--- src/rtl/neo_pkg.sv ---
// rtl/neo_pkg.sv - shared types, constants and pointer helper for the NEO sample window
package neo_pkg;

    // PRIME until three samples have been seen since reset/clear, STREAM afterwards
    typedef enum logic {
        PRIME  = 1'b0,
        STREAM = 1'b1
    } win_state_t;

    // Number of taps the NEO datapath consumes: x[n], x[n-1], x[n-2]
    localparam int NEO_TAPS = 3;

    // Pointer decrement modulo a power-of-two depth; callers truncate to their pointer width
    function automatic int unsigned ptr_dec(input int unsigned ptr,
                                            input int unsigned dec,
                                            input int unsigned depth);
        return (ptr - dec) & (depth - 1);
    endfunction

endpackage

--- src/rtl/neo_sample_ram.sv ---
// rtl/neo_sample_ram.sv - simple dual-port sample RAM, one write port, one registered read port
module neo_sample_ram #(
    parameter int N = 8,
    parameter int M = 16
) (
    input  logic                 clk_i,
    input  logic                 we_i,
    input  logic [$clog2(M)-1:0] waddr_i,
    input  logic [N-1:0]         wdata_i,
    input  logic [$clog2(M)-1:0] raddr_i,
    output logic [N-1:0]         rdata_o
);

    logic [N-1:0] mem_q [M];
    logic [N-1:0] rdata_q;

    // Write port; the array carries no reset so it maps onto block RAM
    always_ff @(posedge clk_i) begin
        if (we_i) begin
            mem_q[waddr_i] <= wdata_i;
        end
    end

    // Read-before-write: a same-cycle write to the read address returns the old word
    always_ff @(posedge clk_i) begin
        rdata_q <= mem_q[raddr_i];
    end

    assign rdata_o = rdata_q;

endmodule

--- src/rtl/neo_sample_window.sv ---
// rtl/neo_sample_window.sv - circular sample buffer with three-tap window and lag read port
module neo_sample_window
    import neo_pkg::*;
#(
    parameter int N = 8,
    parameter int M = 16
) (
    input  logic                 clk_i,
    input  logic                 reset_i,
    input  logic                 clear_i,
    input  logic                 in_valid_i,
    input  logic [N-1:0]         in_data_i,
    output logic                 in_ready_o,
    output logic                 out_valid_o,
    input  logic                 out_ready_i,
    output logic [N-1:0]         x0_o,
    output logic [N-1:0]         x1_o,
    output logic [N-1:0]         x2_o,
    input  logic [$clog2(M)-1:0] lag_i,
    output logic [N-1:0]         lag_data_o,
    output logic [$clog2(M):0]   count_o
);

    localparam int AW = $clog2(M);

    win_state_t   state_q;
    logic         out_valid_q;
    logic [AW-1:0] wptr_q, wptr_d;
    logic [AW:0]   count_q, count_d;
    logic [N-1:0]  x0_q, x1_q, x2_q;
    logic [N-1:0]  x0_d, x1_d, x2_d;
    logic          lag_hit_q, lag_hit_d;
    logic [AW-1:0] rd_addr;
    logic [N-1:0]  rd_data;
    logic          accept;

    // A held window blocks new samples; reset and clear also refuse input for their cycle
    assign in_ready_o = !reset_i && !clear_i && (!out_valid_q || out_ready_i);
    assign accept     = in_valid_i && in_ready_o;

    // Newest stored sample sits at wptr-1, so lag L lives at wptr-1-L
    assign rd_addr   = AW'(ptr_dec(32'(wptr_q), 32'(lag_i) + 32'd1, unsigned'(M)));
    assign lag_hit_d = ({1'b0, lag_i} < count_q);

    // Next-state for pointer, fill level and window shift register
    always_comb begin
        wptr_d  = wptr_q;
        count_d = count_q;
        x0_d    = x0_q;
        x1_d    = x1_q;
        x2_d    = x2_q;
        if (accept) begin
            wptr_d = wptr_q + AW'(1);
            if (count_q != (AW+1)'(M)) begin
                count_d = count_q + (AW+1)'(1);
            end
            x0_d = in_data_i;
            x1_d = x0_q;
            x2_d = x1_q;
        end
    end

    neo_sample_ram #(
        .N (N),
        .M (M)
    ) u_ram (
        .clk_i   (clk_i),
        .we_i    (accept),
        .waddr_i (wptr_q),
        .wdata_i (in_data_i),
        .raddr_i (rd_addr),
        .rdata_o (rd_data)
    );

    // Priming FSM, handshake state and datapath registers; reset and clear flush everything but the RAM
    always_ff @(posedge clk_i) begin
        if (reset_i || clear_i) begin
            state_q     <= PRIME;
            out_valid_q <= 1'b0;
            wptr_q      <= '0;
            count_q     <= '0;
            x0_q        <= '0;
            x1_q        <= '0;
            x2_q        <= '0;
            lag_hit_q   <= 1'b0;
        end else begin
            wptr_q    <= wptr_d;
            count_q   <= count_d;
            x0_q      <= x0_d;
            x1_q      <= x1_d;
            x2_q      <= x2_d;
            lag_hit_q <= lag_hit_d;
            case (state_q)
                PRIME: begin
                    if (accept && count_q == (AW+1)'(NEO_TAPS - 1)) begin
                        state_q     <= STREAM;
                        out_valid_q <= 1'b1;
                    end else begin
                        out_valid_q <= 1'b0;
                    end
                end
                STREAM: begin
                    out_valid_q <= accept || (out_valid_q && !out_ready_i);
                end
                default: begin
                    state_q     <= PRIME;
                    out_valid_q <= 1'b0;
                end
            endcase
        end
    end

    assign out_valid_o = out_valid_q;
    assign x0_o        = x0_q;
    assign x1_o        = x1_q;
    assign x2_o        = x2_q;
    assign count_o     = count_q;
    // Read data is gated by the hit flag registered alongside it, so unfilled lags read zero
    assign lag_data_o  = lag_hit_q ? rd_data : '0;

endmodule

--- config.mk ---
export PLATFORM = sky130hd
export DESIGN_NAME = neo_sample_window
export DESIGN_NICKNAME = d
export VERILOG_FILES = /design/src/rtl/neo_pkg.sv /design/src/rtl/neo_sample_ram.sv /design/src/rtl/neo_sample_window.sv
export SDC_FILE = /design/constraint.sdc
export NUM_CORES = 1
export LEC_CHECK = 0
export CORE_ASPECT_RATIO = 0.6
export CORE_MARGIN = 3
export CORE_UTILIZATION = 40
export CTS_CLUSTER_DIAMETER = 200
export DETAILED_ROUTE_END_ITERATION = 8
export SKIP_CTS_REPAIR_TIMING = 1
export SLEW_MARGIN = 25
export SYNTH_ARGS = -nofsm -noshare
export SYNTH_HDL_FRONTEND = slang
export SYNTH_SLANG_ARGS = --single-unit
--- constraint.sdc ---
create_clock -name clk_i -period 4 [get_ports clk_i]
set_clock_uncertainty 0.05 [all_clocks]
set_input_delay 1 -clock clk_i [delete_from_list [all_inputs] [get_ports clk_i]]
set_output_delay 1 -clock clk_i [all_outputs]
set_load 0.01 [all_outputs]
==> impl_metrics.ini <==
[outcome]
status = completed

[sta]
worst_pin_slew_ps = 961.8
finalSetupTns_ps = 0
min_period_over_period = 0.8416
setup_viol = 0
hold_violations = 0
finalHoldWorstSlack_ps = 413.7
fin_crit_ps = 3366
slew_viol_final = 0
max_freq_ghz = 0.2971
rsz0062_at_grt = false
max_slew_margin = 0.3581

[clock_network]
cts.htree.levels = 4
cts_made_buffers = 17
clk_pin_slew_ps = 70
tritoncts = done
clk_latency_ps = 430
cts_root_buffer = clkbuf_16
clockBufferDepth = 2
cts_sinks = 172

[cells_and_area]
drive_gt1_frac = 0.1606
n_antenna_cell = 0
layout.nets = 541
finalNonFillerCells = 751
final_common_cell = edfxtp_1
final_util = 0.5064
area_growth_syn_to_layout_pct = 22.33
layout_common_cells = edfxtp_1, nand2_1, clkdlybuf4s50_1

[drt]
via_per_inst = 4.887
wire_per_inst_um = 18.80
drt_pre_antenna_iters = 4
routed-via-count = 3670
post-route-drc-count = 0
drt_first_iter_violations = 236
ant_nets = 0
postRouteWirelength_mm = 14.12

[floorplan]
core_um2 = 16490
dieHeight_um = 107.2
die_x_um = 174.6
dieArea_um2 = 18710
fp-row-count = 36
start_util = 0.4139
num_io_pins = 56

[worst_setup_path]
worstPathMaxFanout = 2
end_kind = output port
path_class = in2out
start_kind = input pin
crit_arrival_ps = 2320
required_ps = 2950

[logic_synthesis]
syn_area_um2 = 6824
ys_warn_count = 0
syn_inst = 427
ys_seq_area_frac = 0.6923
synth_area_per_cell_um2 = 15.98
syn_nets = 458
synth.distinct_cells = 33
ys_seq_elements = 172

[global_route]
grt_overflow = 0
track_usage = 0.1602
grt_max_degree = 58
antenna_found_initial = 0
grt_pass1_vias = 3719
grt_pass1_wl_mm = 22.01

[placed_design]
gp_congestion = 0.7373
io_buffers = 55
placedCellCount = 719
detailed_place_hpwl_mm = 9.541

[pwr]
power_density_nw_per_um2 = 448.3
leakage_nw = 2.814
finalPower_mw = 3.742
vdd_drop_max_mv = 0.3028

[flow_run]
max-cap-violations = 0

[min_path]
hold_class = reg2reg
[area by class of cell]
class                      instances  area [um^2]
clock inverter                    15        153.9
fill                            1385         8138
clock buffer                      17        425.4
sequential                       172         4725
inverter                          10        37.54
tap                              228        285.3
multi-input combinational        224         1933
timing repair buffer              85        788.3
[per-layer routing]
| metal | global-route usage | part of all wire | up-vias |
|---|---|---|---|
| met2 | 0.2263 | 0.43 | 82 |
| met1 | 0.2400 | 0.48 | 1801 |
| met4 | 0.04949 | 0.0085 | 0 |
| met3 | 0.04494 | 0.081 | 9 |
| li1 | - | - | 1778 |
| met5 | 0 | 0 | - |
[worst max-delay path: stages]
cell             delay, ps
clkdlybuf4s50_1        420
or2_1                  250
nor2_1                 100
clkdlybuf4s50_1        540
[stage by stage]
stage / instance area (um^2) / worst slack (ps)
after floorplan: 6824 / 1082
after global placement: 7769 / 473.6
after detailed placement: 7769 / 467.6
after CTS: 8348 / 630.2
after global routing: 8348 / 598.9
final: 8348 / 633.7
[power by group]
group	internal, mW	switching (mW)	leakage (nW)
sequential	1.93	0.0127	1.51
clock	0.876	0.718	0.269
combinational	0.0996	0.104	1.04
total	2.91	0.835	2.81
[worst paths after layout]
kind	to	depth (start not counted)	startpoint	slack [ps]
min	x2_o[1]	2	x2_o[1]	410
max reg2reg	u_ram.rdata_o[6]	8	wptr_q[0]	1500
min reg2reg	x2_o[1]	2	x2_o[1]	410
max	in_ready_o	4	clear_i	630
[Yosys cell counts]
master / instances / area [um^2]
buf_4: 7 / 52.55
buf_6: 2 / 22.52
o311ai_0: 1 / 8.760
nor4b_1: 1 / 8.760
clkbuf_1: 6 / 22.52
nand2b_1: 3 / 18.77
buf_12: 1 / 20.02
o21ai_0: 24 / 120.1
a21o_1: 3 / 22.52
nand4_1: 3 / 18.77
and2_1: 8 / 50.05
o21a_1: 2 / 15.01
inv_1: 10 / 37.54
nor3b_4: 1 / 18.77
nand2_1: 55 / 206.5
edfxtp_1: 128 / 3844
nor2_1: 23 / 86.33
mux2i_1: 9 / 90.09
dfxtp_1: 44 / 880.8
nor3_1: 4 / 20.02
buf_1: 1 / 3.750
o31ai_1: 2 / 15.01
a211oi_1: 8 / 60.06
xnor2_1: 7 / 61.31
a21oi_1: 11 / 55.05
fa_1: 1 / 20.02
buf_2: 4 / 20.02
ha_1: 13 / 162.7
nor2b_1: 9 / 56.30
xor2_1: 3 / 26.28
or2_1: 1 / 6.260
mux4_1: 14 / 367.9
mux4_2: 18 / 405.4
[kinds of logic after synthesis]
kind of cell | Yosys count | synth area share
buf+inv | 31 | 0.02622
xor+xnor | 10 | 0.01284
compound gates | 51 | 0.04345
mux | 41 | 0.1265
simple gates | 108 | 0.07188
flops | 172 | 0.6923
fa+ha+maj | 14 | 0.02677
[flip-flops by register name, summed over array words and instances, names as in the netlist]
signal and count:
lag_hit_q 1, u_ram.rdata_o 8, wptr_q 4, u_ram.mem_q 128, x0_o 8, x2_o 8, count_o 5, state_q 1
x1_o 8, out_valid_o 1
No activity file was read; power rests on OpenSTA's default activity.
